### src/rtl/sna_pkg.sv
// Shared definitions for the slave-side network adapter: flit layout, flit types
// and the request-flow state encoding.
package sna_pkg;

   localparam int FLIT_W  = 34;
   localparam int TYPE_HI = 33;
   localparam int TYPE_LO = 32;
   localparam int PAY_HI  = 31;
   localparam int PAY_LO  = 0;
   localparam int STRB_HI = 3;
   localparam int STRB_LO = 0;
   localparam int SRC_LO  = 4;

   localparam logic [1:0] FLIT_HEAD_RD = 2'b00;
   localparam logic [1:0] FLIT_HEAD_WR = 2'b01;
   localparam logic [1:0] FLIT_BODY    = 2'b10;
   localparam logic [1:0] FLIT_TAIL    = 2'b11;

   typedef enum logic [2:0] {
      ST_IDLE,
      ST_WAIT_BODY,
      ST_WAIT_TAIL_RD,
      ST_WAIT_TAIL_WR,
      ST_AXI_RD,
      ST_AXI_WR
   } state_e;

endpackage

### src/rtl/sna_req_axi_drv.sv
// AXI4-Lite request-channel driver: raises AR or AW+W valids on start, drops each
// on its own handshake and flags the cycle in which the whole request completes.
module sna_req_axi_drv (
   input  logic clk,
   input  logic rst_n,
   input  logic start_rd,
   input  logic start_wr,
   input  logic arready,
   input  logic awready,
   input  logic wready,
   output logic arvalid,
   output logic awvalid,
   output logic wvalid,
   output logic done
);

   logic wr_busy;
   logic aw_ok;
   logic w_ok;

   // A write finishes in the cycle where every channel still open is handshaking.
   assign wr_busy = awvalid || wvalid;
   assign aw_ok   = !awvalid || awready;
   assign w_ok    = !wvalid || wready;
   assign done    = (arvalid && arready) || (wr_busy && aw_ok && w_ok);

   always_ff @(posedge clk or negedge rst_n) begin
      if (!rst_n) begin
         arvalid <= 1'b0;
         awvalid <= 1'b0;
         wvalid  <= 1'b0;
      end else begin
         if (start_rd)
            arvalid <= 1'b1;
         else if (arvalid && arready)
            arvalid <= 1'b0;

         if (start_wr)
            awvalid <= 1'b1;
         else if (awvalid && awready)
            awvalid <= 1'b0;

         if (start_wr)
            wvalid <= 1'b1;
         else if (wvalid && wready)
            wvalid <= 1'b0;
      end
   end

endmodule

### src/rtl/sna_request.sv
// Request-flow network adapter: assembles NoC request packets and replays them as
// AXI4-Lite reads/writes. Optional assembly watchdog: define SNA_REQ_TIMEOUT_EN.
module sna_request
   import sna_pkg::*;
#(
   parameter int NUM_VC      = 8,
   parameter int SRC_ID_W    = 8,
   parameter int TIMEOUT_CYC = 255
) (
   input  logic                      clk,
   input  logic                      rst_n,
   input  logic [FLIT_W-1:0]         noc_data,
   input  logic                      is_valid,
   input  logic [$clog2(NUM_VC)-1:0] noc_vc,
   output logic [NUM_VC-1:0]         is_on_off,
   output logic [31:0]               araddr,
   output logic                      arvalid,
   input  logic                      arready,
   output logic [31:0]               awaddr,
   output logic                      awvalid,
   input  logic                      awready,
   output logic [31:0]               wdata,
   output logic [3:0]                wstrb,
   output logic                      wvalid,
   input  logic                      wready,
   output logic [SRC_ID_W-1:0]       req_src_id,
   output logic [$clog2(NUM_VC)-1:0] req_vc,
   output logic                      req_done,
   output logic                      proto_err
);

   localparam int VC_W = $clog2(NUM_VC);

   state_e              state;
   logic [VC_W-1:0]     lock_vc;
   logic [SRC_ID_W-1:0] src_lat;
   logic [1:0]          ftype;
   logic [31:0]         payload;
   logic [NUM_VC-1:0]   vc_onehot;
   logic                accept;
   logic                start_rd;
   logic                start_wr;
   logic                axi_done;
   logic                tmo_hit;

   assign ftype     = noc_data[TYPE_HI:TYPE_LO];
   assign payload   = noc_data[PAY_HI:PAY_LO];
   assign vc_onehot = NUM_VC'(1) << noc_vc;
   assign accept    = is_valid && is_on_off[noc_vc];
   assign start_rd  = accept && (state == ST_WAIT_TAIL_RD) && (ftype == FLIT_TAIL);
   assign start_wr  = accept && (state == ST_WAIT_TAIL_WR) && (ftype == FLIT_TAIL);

`ifdef SNA_REQ_TIMEOUT_EN
   localparam int CNT_W = $clog2(TIMEOUT_CYC + 1);

   logic [CNT_W-1:0] tmo_cnt;
   logic             in_asm;

   assign in_asm  = state inside {ST_WAIT_BODY, ST_WAIT_TAIL_RD, ST_WAIT_TAIL_WR};
   assign tmo_hit = in_asm && !accept && (tmo_cnt == CNT_W'(TIMEOUT_CYC - 1));

   always_ff @(posedge clk or negedge rst_n) begin
      if (!rst_n)
         tmo_cnt <= '0;
      else if (!in_asm || accept)
         tmo_cnt <= '0;
      else
         tmo_cnt <= tmo_cnt + CNT_W'(1);
   end
`else
   logic unused_cfg;

   assign tmo_hit    = 1'b0;
   assign unused_cfg = (TIMEOUT_CYC != 0);
`endif

   sna_req_axi_drv u_axi_drv (
      .clk      (clk),
      .rst_n    (rst_n),
      .start_rd (start_rd),
      .start_wr (start_wr),
      .arready  (arready),
      .awready  (awready),
      .wready   (wready),
      .arvalid  (arvalid),
      .awvalid  (awvalid),
      .wvalid   (wvalid),
      .done     (axi_done)
   );

   // NOTE: every register here uses <= so all decisions see pre-edge values; a
   // blocking write would leak the next state into later tests in the same block.
   always_ff @(posedge clk or negedge rst_n) begin
      if (!rst_n) begin
         state      <= ST_IDLE;
         is_on_off  <= '1;
         lock_vc    <= '0;
         src_lat    <= '0;
         araddr     <= '0;
         awaddr     <= '0;
         wdata      <= '0;
         wstrb      <= '0;
         req_src_id <= '0;
         req_vc     <= '0;
         req_done   <= 1'b0;
         proto_err  <= 1'b0;
      end else begin
         // Flits on a closed VC are dropped and reported.
         proto_err <= is_valid && !accept;
         req_done  <= axi_done;

         unique case (state)
            ST_IDLE: begin
               if (accept) begin
                  unique case (ftype)
                     FLIT_HEAD_RD: begin
                        araddr    <= payload;
                        lock_vc   <= noc_vc;
                        is_on_off <= vc_onehot;
                        state     <= ST_WAIT_TAIL_RD;
                     end
                     FLIT_HEAD_WR: begin
                        awaddr    <= payload;
                        lock_vc   <= noc_vc;
                        is_on_off <= vc_onehot;
                        state     <= ST_WAIT_BODY;
                     end
                     default: proto_err <= 1'b1;
                  endcase
               end
            end
            ST_WAIT_BODY: begin
               if (accept) begin
                  if (ftype == FLIT_BODY) begin
                     wdata <= payload;
                     state <= ST_WAIT_TAIL_WR;
                  end else begin
                     proto_err <= 1'b1;
                     is_on_off <= '1;
                     state     <= ST_IDLE;
                  end
               end
            end
            ST_WAIT_TAIL_RD: begin
               if (accept) begin
                  if (ftype == FLIT_TAIL) begin
                     src_lat   <= noc_data[SRC_LO +: SRC_ID_W];
                     is_on_off <= '0;
                     state     <= ST_AXI_RD;
                  end else begin
                     proto_err <= 1'b1;
                     is_on_off <= '1;
                     state     <= ST_IDLE;
                  end
               end
            end
            ST_WAIT_TAIL_WR: begin
               if (accept) begin
                  if (ftype == FLIT_TAIL) begin
                     wstrb     <= noc_data[STRB_HI:STRB_LO];
                     src_lat   <= noc_data[SRC_LO +: SRC_ID_W];
                     is_on_off <= '0;
                     state     <= ST_AXI_WR;
                  end else begin
                     proto_err <= 1'b1;
                     is_on_off <= '1;
                     state     <= ST_IDLE;
                  end
               end
            end
            ST_AXI_RD, ST_AXI_WR: begin
               if (axi_done) begin
                  req_src_id <= src_lat;
                  req_vc     <= lock_vc;
                  is_on_off  <= '1;
                  state      <= ST_IDLE;
               end
            end
            default: begin
               is_on_off <= '1;
               state     <= ST_IDLE;
            end
         endcase

         if (tmo_hit) begin
            proto_err <= 1'b1;
            is_on_off <= '1;
            state     <= ST_IDLE;
         end
      end
   end

endmodule

### config.mk
export PLATFORM = sky130hd
export DESIGN_NAME = sna_request
export DESIGN_NICKNAME = d
export VERILOG_FILES = /design/src/rtl/sna_pkg.sv /design/src/rtl/sna_req_axi_drv.sv /design/src/rtl/sna_request.sv
export SDC_FILE = /design/constraint.sdc
export NUM_CORES = 1
export LEC_CHECK = 0
export CAP_MARGIN = 20
export CORE_MARGIN = 3
export CORE_UTILIZATION = 51
export DETAILED_ROUTE_END_ITERATION = 12
export PLACE_DENSITY = 0.84
export SLEW_MARGIN = 20
export SYNTH_ARGS = -nofsm -noshare
export SYNTH_HDL_FRONTEND = slang
export SYNTH_SLANG_ARGS = --single-unit
export TNS_END_PERCENT = 20
### constraint.sdc
create_clock -name clk -period 5.37 [get_ports clk]
set_clock_uncertainty 0.15 [all_clocks]
set_input_delay 1.3425 -clock clk [delete_from_list [all_inputs] [get_ports clk]]
set_output_delay 1.3425 -clock clk [all_outputs]
set_load 0.02 [all_outputs]
==> flow_summary_export.csv, run 1 <==
group,metric,value,unit
outcome,run_status,"finished, final reports clean",
sta,slew_headroom,0.383,
synthesis,syn-instance-count,353,
power,power.share.sequential,0.353,
critical_path,worst-path-buf-inv,1,
synthesis,asyncSetResetFlopFracSynth,1.00,
critical_path,endpoint_kind,"flop",
critical_path,critical-path-slowest-cell,"sky130_fd_sc_hd__or4b_4",
sta,rsz0062_at_grt,"false",
clock_tree,tritoncts_num_sinks,138,
sta,hold_violations,0,
critical_path,data_arrival_time_of_the_worst_path,3.91,ns
critical_path,setup.reg_to_reg.worst_slack,2.74,ns
route,post_drt_via_cell_ratio,5.39,
route,average_wire_per_standard_cell,19.5,µm
route,postRouteAntennaNets,0,
sta,timing_worst_slew_pin_value,0.926,ns
global_routing,grt_antenna_before_repair,0,
place,gp_congestion,0.777,
synthesis,synth_cell_types,39,
clock_tree,clockRootBuffer,"sky130_fd_sc_hd__clkbuf_8",
floorplanning,row_count,37,
sta,maxSlewViolCount,0,
clock_tree,clock_path_buffers,2,
sta,period_minus_slack,3.66,ns
floorplanning,start_util,0.537,
critical_path,crit_path_cell_trace,"clkdlybuf4s50_1 > mux2i_1 > a22oi_4 > nand3_4 > or4b_4 > mux2_4",
floorplanning,area_of_the_die,0.0124,mm²
sta,fmaxAchievable,273,MHz
synthesis,yosys_warnings,0,
route,drt_pre_antenna_iters,4,
global_routing,grt_usage,0.220,
clock_tree,tritoncts,"done",
route,number_of_remaining_drc_errors,0,
synthesis,post_synthesis_instance_area,0.00567,mm²
synthesis,synth-seq-area-share,0.611,
critical_path,critPathMaxStageDelay,0.82,ns
clock_tree,cts_post_setup_buffers_inserted,0,
power,total_switching_power,1.72,mW
sta,finalSetupViolations,0,
clock_tree,quantity_of_hold_fixing_buffers_added_after_cts,0,
layout,post_route_cells_drive_above_1_share,0.335,
power,worst_ir_drop_vdd,338,µV
sta,finalSetupTns,0,ns
floorplanning,dieHeight,111,µm
power,p_per_area,643,mW/mm²
global_routing,grt_pass1_vias,3926,
synthesis,synth_edf_count,0,
clock_tree,htree_levels,4,
layout,design.final.nets,568,
clock_tree,clk_transition_reported_paths,0.06,ns
global_routing,grt_start_max_net_pins,107,
power,p_int,3.40,mW
clock_tree,post_cts_gate_resize_count,0,
critical_path,worstPathMaxFanout,32,
layout,antennaDiodeCount,0,
power,power.share.switching,0.336,
critical_path,worst_ep_required_time,5.62,ns
synthesis,synth.net_count,396,
global_routing,grt_pass1_wl,21400,µm
hold_path,timing.hold.worst.class,"reg -> reg",
floorplanning,die_width,111,µm
synthesis,yosys_most_used_dff,"sky130_fd_sc_hd__dfrtp_1",
synthesis,yosys_register_bits,138,
power,power.leakage,3.62,nW
clock_tree,clock_latency,0.52,ns
critical_path,critPathLaunchType,"primary input",
power,pwr-share-comb,0.432,
run,drv.max_cap_violation_count,0,
critical_path,critical-path-top-delay-family,"simple AND/OR/NAND/NOR gates",
route,dr_total_vias,3633,
place,io_buffer_count,166,
sta,finalCritPeriodShare,0.682,
critical_path,critical_path_class,"in -> reg",
power,clock_power_share,0.216,
floorplanning,core_area,0.0106,mm²
synthesis,syn_area_cell,16.1,µm²
clock_tree,cts-buffers-inserted,17,
floorplanning,num_io_pins,167,
route,wirelength,13200,µm
place,dpl.hpwl,8980,µm
layout,flow.area_growth_from_synthesis,40.2,%
global_routing,grt_remaining_overflow,0,
power,fin_total_pwr,5.12,mW
route,drt_first_iter_violations,155,
==> cells in the final DEF (no fill, tap or decap), types with 4 or more instances in the layout <==
cell and n:
sky130_fd_sc_hd__or3_1 4, sky130_fd_sc_hd__inv_1 4, sky130_fd_sc_hd__dfstp_2 8, sky130_fd_sc_hd__clkinv_2 4, sky130_fd_sc_hd__o31ai_1 4, sky130_fd_sc_hd__nor2_1 4
sky130_fd_sc_hd__dfrtp_1 130, sky130_fd_sc_hd__nand3_1 4, sky130_fd_sc_hd__clkbuf_16 16, sky130_fd_sc_hd__mux2_4 31, sky130_fd_sc_hd__clkdlybuf4s50_1 165, sky130_fd_sc_hd__mux2_2 101
sky130_fd_sc_hd__o21ai_0 8, sky130_fd_sc_hd__nand2b_1 4
==> sequential cells by signal, summed over array words and instances, names as in the netlist <==
signal	count
wstrb	4
u_axi_drv.wvalid	1
proto_err	1
lock_vc	3
req_done	1
araddr	32
req_src_id	8
req_vc	3
awaddr	32
u_axi_drv.awvalid	1
is_on_off	8
state	3
wdata	32
src_lat	8
u_axi_drv.arvalid	1
==> final timing paths <==
kind	start	to	cells after the start
setup / recovery	noc_vc[1]	araddr[16]$_DFFE_PN0P_	6
hold / removal	wdata[8]$_DFFE_PN0P_	wdata[8]$_DFFE_PN0P_	1
setup reg to reg	state[1]$_DFFE_PN0P_	araddr[16]$_DFFE_PN0P_	4
hold reg to reg	wdata[8]$_DFFE_PN0P_	wdata[8]$_DFFE_PN0P_	1
max in group asynchronous	rst_n	awaddr[0]$_DFFE_PN0P_	2
min in group asynchronous	rst_n	araddr[13]$_DFFE_PN0P_	1
==> routing by layer <==
layer | GRT usage | part of all wire | routed length, µm
met5 | 0 | 0 | 0
met4 | 0.0608 | 0.012 | 159
met3 | 0.0859 | 0.081 | 1070
met2 | 0.353 | 0.48 | 6270
met1 | 0.283 | 0.43 | 5680
==> cell families after synthesis <==
kind of cell	Yosys count	share of synthesized area
mux	135	0.288
buf+inv	20	0.0276
simple gates	35	0.0395
compound gates	25	0.0342
flops	138	0.611
==> synthesized netlist by cell type, drive strengths merged, types with 2 or more instances <==
master	instances	area (µm²)
mux2	132	1600
dfrtp	130	3250
buf	14	134
dfstp	8	210
o21ai	8	40.0
nand3	5	37.5
nor2	5	18.8
inv	4	15.0
nand2b	4	25.0
o31ai	4	30.0
or3	4	25.0
a21oi	3	26.3
mux2i	3	30.0
nand2	3	11.3
nand3b	3	22.5
nor2b	3	18.8
clkbuf	2	7.51
o21a	2	15.0
or4b	2	23.8
==> worst register-to-register path: stages, from the launching register on <==
cell,delay [ns]
sky130_fd_sc_hd__dfrtp_1,0.47
sky130_fd_sc_hd__or2_1,0.35
sky130_fd_sc_hd__a21oi_4,0.28
sky130_fd_sc_hd__or4b_4,0.81
sky130_fd_sc_hd__mux2_4,0.44
==> power by group through the flow <==
stage          clock network (mW)  registers (mW)  logic (mW)
2_1_floorplan                   0            2.27       0.696
3_3_place_gp                    0            1.79        2.17
3_5_place_dp                    0            1.81        2.22
4_1_cts                      1.12            1.81        2.23
5_1_grt                      1.17            1.87        2.32
6_report                     1.10            1.80        2.21
==> metrics by stage <==
stage          hold slack [ns]  cell area, µm²  instances  utilization  worst slack, ns
5_1_grt                  0.363            7950        674        0.753             1.64
2_1_floorplan            0.325            5670        353            -             2.10
6_report                 0.353            7950        674        0.753             1.71
3_3_place_gp             0.335            7390        642        0.700             1.24
3_5_place_dp             0.344            7390        642        0.700             1.19
4_1_cts                  0.356            7950        674        0.753             1.74
==> layout make-up <==
cell class                 count  area (µm²)
clock buffer                  21         439
timing repair buffer         169        1690
fill                         656        2600
inverter                       4        15.0
clock inverter                11         121
multi-input combinational    195        2060
sequential                   138        3460
tap                          136         170
(Power assumes the default switching activity.)
==> run 2, diff against run 1 <==
--- a/config.mk
+++ b/config.mk
@@ -7,9 +7,9 @@
 export LEC_CHECK = 0
 export CAP_MARGIN = 20
 export CORE_MARGIN = 3
-export CORE_UTILIZATION = 51
+export CORE_UTILIZATION = 47
 export DETAILED_ROUTE_END_ITERATION = 12
-export PLACE_DENSITY = 0.84
+export PLACE_DENSITY = 0.79
 export SLEW_MARGIN = 20
 export SYNTH_ARGS = -nofsm -noshare
 export SYNTH_HDL_FRONTEND = slang
==> constraint.sdc (replaced) <==
create_clock -name clk -period 3.5 [get_ports clk]
set_clock_uncertainty 0.15 [all_clocks]
set_input_delay 0.875 -clock clk [delete_from_list [all_inputs] [get_ports clk]]
set_output_delay 0.875 -clock clk [all_outputs]
set_load 0.02 [all_outputs]
==> flow_summary_export.csv, run 2 (same netlist as run 1, synthesis figures left out) <==
group,metric,value,unit
critical_path,r2r_cells,6,
power,fin_total_pwr,8.04,mW
sta,hold_violations,0,
sta,slew_headroom,0.584,
critical_path,worst-path-buf-inv,2,
critical_path,worst_ep_required_time,3.64,ns
critical_path,crit_path_start,"noc_vc[1]",
route,wirelength,13800,µm
critical_path,worstPathMaxFanout,13,
layout,largest_registers_ranked_by_flip_flop_count,"araddr x32, awaddr x32, wdata x32",
global_routing,grt_pass1_vias,3972,
power,power.leakage,3.72,nW
global_routing,grt_pass1_wl,22000,µm
sta,maxSlewViolCount,0,
run,drv.max_cap_violation_count,0,
global_routing,grt_start_max_net_pins,68,
sta,finalSetupTns,0,ns
floorplanning,start_util,0.488,
floorplanning,area_of_the_die,0.0134,mm²
layout,layout.filler_cells,827,
floorplanning,dieHeight,116,µm
route,postRouteAntennaNets,0,
clock_tree,clock_path_buffers,2,
route,average_wire_per_standard_cell,19.9,µm
layout,antennaDiodeCount,0,
sta,finalSetupViolations,0,
critical_path,critPathLaunchType,"primary input",
critical_path,data_arrival_time_of_the_worst_path,3.25,ns
global_routing,grt_remaining_overflow,0,
layout,post_route_cells_drive_above_1_share,0.350,
floorplanning,core_area,0.0116,mm²
layout,flow.area_growth_from_synthesis,43.6,%
critical_path,crit_path_cell_trace,"clkdlybuf4s50_1 > mux2i_1 > a22oi_4 > nand3_4 > or4b_4 > buf_4 > mux2_4",
sta,period_minus_slack,3.11,ns
place,dpl.hpwl,9660,µm
sta,rsz0062_at_grt,"false",
hold_path,timing.hold.worst.class,"in -> async",
clock_tree,post_cts_gate_resize_count,0,
clock_tree,clockRootBuffer,"sky130_fd_sc_hd__clkbuf_16",
critical_path,setup.reg_to_reg.worst_slack,1.07,ns
power,p_per_area,987,mW/mm²
critical_path,critical-path-slowest-cell,"sky130_fd_sc_hd__clkdlybuf4s50_1",
critical_path,endpoint_kind,"flop",
route,drt_pre_antenna_iters,5,
layout,design.final.nets,580,
route,drt_first_iter_violations,246,
sta,post_route_worst_hold_slack,0.306,ns
global_routing,grt_antenna_before_repair,0,
layout,layout.cells.most_common_list,"165 x sky130_fd_sc_hd__clkdlybuf4s50_1, 130 x sky130_fd_sc_hd__dfrtp_1, 101 x sky130_fd_sc_hd__mux2_2",
clock_tree,clock_latency,0.41,ns
clock_tree,cts-buffers-inserted,17,
place,io_buffer_count,166,
route,number_of_remaining_drc_errors,0,
clock_tree,tritoncts_num_sinks,138,
place,placed_cells,661,
clock_tree,quantity_of_hold_fixing_buffers_added_after_cts,0,
sta,timing_worst_slew_pin_value,0.623,ns
clock_tree,cts_post_setup_buffers_inserted,0,
route,dr_total_vias,3672,
route,post_drt_via_cell_ratio,5.31,
critical_path,critPathMaxStageDelay,0.69,ns
layout,final_area,0.00814,mm²
layout,layout_commonest_cell,"sky130_fd_sc_hd__clkdlybuf4s50_1",
critical_path,worst_r2r_startpoint,"is_on_off[2]$_DFFE_PN1P_",
clock_tree,clk_transition_reported_paths,0.06,ns
floorplanning,num_io_pins,167,
critical_path,critical-path-top-delay-family,"buffers and inverters",
place,gp_congestion,0.815,
outcome,run_status,"finished, final reports clean",
sta,fmaxAchievable,321,MHz
sta,finalCritPeriodShare,0.889,
power,worst_ir_drop_vdd,659,µV
critical_path,r2r_end,"araddr[12]$_DFFE_PN0P_",
floorplanning,die_width,116,µm
floorplanning,row_count,39,
clock_tree,htree_levels,4,
clock_tree,tritoncts,"done",
place,detailed_place.area,0.00753,mm²
layout,number_of_standard_cells_in_the_final_layout_excluding_fillers,691,
global_routing,grt_usage,0.218,
critical_path,critical_path_class,"in -> reg",
[run 2: changes by cell type in the layout (fill, tap and decap cells not counted), sizes merged]
cell,change
clkbuf,+2
buf,+12
clkinv,-2
bufinv,+1
clkinvlp,-2
inv,-1
[run 2: worst max path at each step]
| stage | end | slack [ns] | cells past startpoint |
|---|---|---|---|
| after floorplan | araddr[10]$_DFFE_PN0P_ | 0.70 | 8 |
| after global placement | araddr[7]$_DFFE_PN0P_ | 0.03 | 7 |
| after detailed placement | araddr[7]$_DFFE_PN0P_ | -0.02 | 7 |
| after CTS | araddr[7]$_DFFE_PN0P_ | 0.40 | 7 |
| after global routing | araddr[7]$_DFFE_PN0P_ | 0.28 | 7 |
| final | araddr[12]$_DFFE_PN0P_ | 0.39 | 7 |
[run 2: cell type report]
cell class,instances,area [µm²],area share
clock inverter,7,114,0.0140
inverter,4,15.0,0.00184
clock buffer,23,498,0.0612
timing repair buffer,181,1810,0.223
tap,143,179,0.0220
multi-input combinational,195,2060,0.253
sequential,138,3460,0.425
[run 2: metrics by stage]
| step | setup slack, ns | utilization |
|---|---|---|
| 6_report | 0.388 | 0.701 |
| 5_1_grt | 0.278 | 0.701 |
| 4_1_cts | 0.398 | 0.701 |
| 3_5_place_dp | -0.0234 | 0.648 |
| 3_3_place_gp | 0.0339 | 0.648 |
| 2_1_floorplan | 0.700 | - |
[run 2: layer usage]
metal | track usage | vias up | routed length [µm]
met1 | 0.265 | 1857 | 5740
li1 | - | 1646 | -
met5 | 0 | - | 0
met3 | 0.0820 | 17 | 1170
met4 | 0.0750 | 0 | 200
met2 | 0.358 | 152 | 6660
[run 2: power by group]
part	total (mW)	internal, mW	switching, mW
Sequential	2.77	2.34	0.426
Combinational	3.43	1.87	1.56
Clock	1.84	1.20	0.633
==> run 3, diff against run 2 <==
--- a/config.mk
+++ b/config.mk
@@ -7,9 +7,10 @@
 export LEC_CHECK = 0
 export CAP_MARGIN = 20
 export CORE_MARGIN = 3
-export CORE_UTILIZATION = 47
+export CORE_UTILIZATION = 49
+export CTS_BUF_LIST = sky130_fd_sc_hd__clkbuf_4 sky130_fd_sc_hd__clkbuf_8
 export DETAILED_ROUTE_END_ITERATION = 12
-export PLACE_DENSITY = 0.79
+export PLACE_DENSITY = 0.81
 export SLEW_MARGIN = 20
 export SYNTH_ARGS = -nofsm -noshare
 export SYNTH_HDL_FRONTEND = slang
==> flow_summary_export.csv, run 3 (same netlist as run 1, synthesis figures left out) <==
group,metric,value,unit
sta,fmaxAchievable,329,MHz
critical_path,depth_of_the_critical_timing_path_with_buffers_and_inverters_included,7,
route,average_wire_per_standard_cell,18.6,µm
clock_tree,htree_levels,4,
route,dr_total_vias,3603,
global_routing,grt_remaining_overflow,0,
power,power.leakage,3.65,nW
global_routing,grt_start_max_net_pins,80,
global_routing,use_met2,0.332,
layout,post_route_cells_drive_above_1_share,0.353,
floorplanning,core_area,0.0111,mm²
critical_path,crit_path_cell_trace,"clkdlybuf4s50_1 > mux2i_1 > a22oi_4 > nand3_4 > or4b_4 > buf_12 > mux2_4",
critical_path,critical_path_class,"in -> reg",
clock_tree,cts-buffers-inserted,17,
global_routing,grt_usage,0.205,
route,post_drt_via_cell_ratio,5.23,
floorplanning,dieHeight,114,µm
global_routing,grt_pass1_wl,20400,µm
place,io_buffer_count,166,
sta,finalCritPeriodShare,0.868,
floorplanning,num_io_pins,167,
critical_path,worstPathMaxFanout,19,
global_routing,global_route.usage.met3,0.0626,
global_routing,grt_pass1_vias,3832,
critical_path,worst-path-buf-inv,2,
critical_path,critPathLaunchType,"primary input",
clock_tree,clk_transition_reported_paths,0.07,ns
critical_path,data_arrival_time_of_the_worst_path,3.20,ns
clock_tree,cts_post_setup_buffers_inserted,0,
place,gp_congestion,0.886,
layout,multiInputGateArea,0.00206,mm²
clock_tree,clock_path_buffers,2,
route,drt_pre_antenna_iters,4,
power,p_per_area,943,mW/mm²
global_routing,grt_antenna_before_repair,0,
outcome,run_status,"finished, final reports clean",
route,postRouteAntennaNets,0,
sta,maxSlewViolCount,0,
sta,timing_worst_slew_pin_value,0.707,ns
layout,flow.area_growth_from_synthesis,40.7,%
clock_tree,clockRootBuffer,"sky130_fd_sc_hd__clkbuf_8",
critical_path,endpoint_kind,"flop",
critical_path,critical-path-slowest-cell,"sky130_fd_sc_hd__clkdlybuf4s50_1",
layout,design.final.nets,579,
power,fin_total_pwr,7.52,mW
run,drv.max_cap_violation_count,0,
floorplanning,die_width,114,µm
route,drt_first_iter_violations,184,
layout,layout_commonest_cell,"sky130_fd_sc_hd__clkdlybuf4s50_1",
global_routing,global_route.usage.met1,0.264,
layout,layout.cells.most_common_list,"165 x sky130_fd_sc_hd__clkdlybuf4s50_1, 130 x sky130_fd_sc_hd__dfrtp_1, 101 x sky130_fd_sc_hd__mux2_2",
sta,slew_headroom,0.529,
layout,regArea,0.00346,mm²
clock_tree,tritoncts_num_sinks,138,
layout,largest_registers_ranked_by_flip_flop_count,"araddr x32, awaddr x32, wdata x32",
power,worst_ir_drop_vdd,526,µV
critical_path,critPathMaxStageDelay,0.72,ns
critical_path,r2r_cells,6,
floorplanning,area_of_the_die,0.0129,mm²
sta,finalSetupTns,0,ns
place,dpl.hpwl,9350,µm
sta,period_minus_slack,3.04,ns
sta,hold_violations,0,
global_routing,busiest_layer,"met2",
critical_path,setup.reg_to_reg.worst_slack,1.16,ns
clock_tree,quantity_of_hold_fixing_buffers_added_after_cts,0,
critical_path,worst_ep_required_time,3.66,ns
sta,rsz0062_at_grt,"false",
critical_path,critical-path-top-delay-family,"buffers and inverters",
layout,layout.filler_cells,768,
floorplanning,start_util,0.512,
hold_path,timing.hold.worst.class,"in -> async",
route,wirelength,12800,µm
sta,finalSetupViolations,0,
layout,antennaDiodeCount,0,
clock_tree,tritoncts,"done",
floorplanning,row_count,38,
clock_tree,clock_latency,0.43,ns
clock_tree,post_cts_gate_resize_count,0,
route,number_of_remaining_drc_errors,0,
==> run 3: cell type report <==
cell class | count | area share
clock buffer | 20 | 0.0345
clock inverter | 12 | 0.0184
inverter | 4 | 0.00188
multi-input combinational | 195 | 0.258
sequential | 138 | 0.434
tap | 140 | 0.0220
timing repair buffer | 180 | 0.231
==> run 3: power breakdown <==
part	leakage, nW	switching (mW)	internal (mW)
Combinational	1.68	1.54	1.88
Sequential	1.75	0.421	2.33
Clock	0.222	0.586	0.757
==> run 3: routing by layer <==
layer | wire length (µm) | vias up
met2 | 6100 | 146
met5 | 0 | -
met3 | 987 | 25
met4 | 170 | 0
met1 | 5530 | 1803
li1 | - | 1629
==> run 3: worst register-to-register path, delay by kind of cell (launching register included) <==
kind | cells | cell delay [ns]
simple gates | 2 | 0.66
mux | 2 | 0.43
compound gates | 1 | 0.24
buf+inv | 1 | 0.20
flops | 1 | 0.55
==> run 3: final timing paths <==
| kind | startpoint | end |
|---|---|---|
| max | noc_vc[1] | araddr[20]$_DFFE_PN0P_ |
| min reg2reg | awaddr[6]$_DFFE_PN0P_ | awaddr[6]$_DFFE_PN0P_ |
| max in group asynchronous | rst_n | is_on_off[1]$_DFFE_PN1P_ |
| min | rst_n | wdata[20]$_DFFE_PN0P_ |
| max reg2reg | is_on_off[2]$_DFFE_PN1P_ | araddr[20]$_DFFE_PN0P_ |
| min in group clk | awaddr[6]$_DFFE_PN0P_ | awaddr[6]$_DFFE_PN0P_ |
==> run 3: metrics by stage <==
| stage | std cells | worst slack [ns] | instance area, µm² | hold WS [ns] | util |
|---|---|---|---|---|---|
| 4_1_cts | 689 | 0.508 | 7980 | 0.325 | 0.720 |
| 6_report | 689 | 0.461 | 7980 | 0.317 | 0.720 |
| 3_3_place_gp | 657 | 0.0678 | 7550 | 0.334 | 0.682 |
| 2_1_floorplan | 353 | 0.700 | 5670 | 0.325 | - |
| 5_1_grt | 689 | 0.402 | 7980 | 0.343 | 0.720 |
| 3_5_place_dp | 657 | 0.0325 | 7550 | 0.341 | 0.682 |
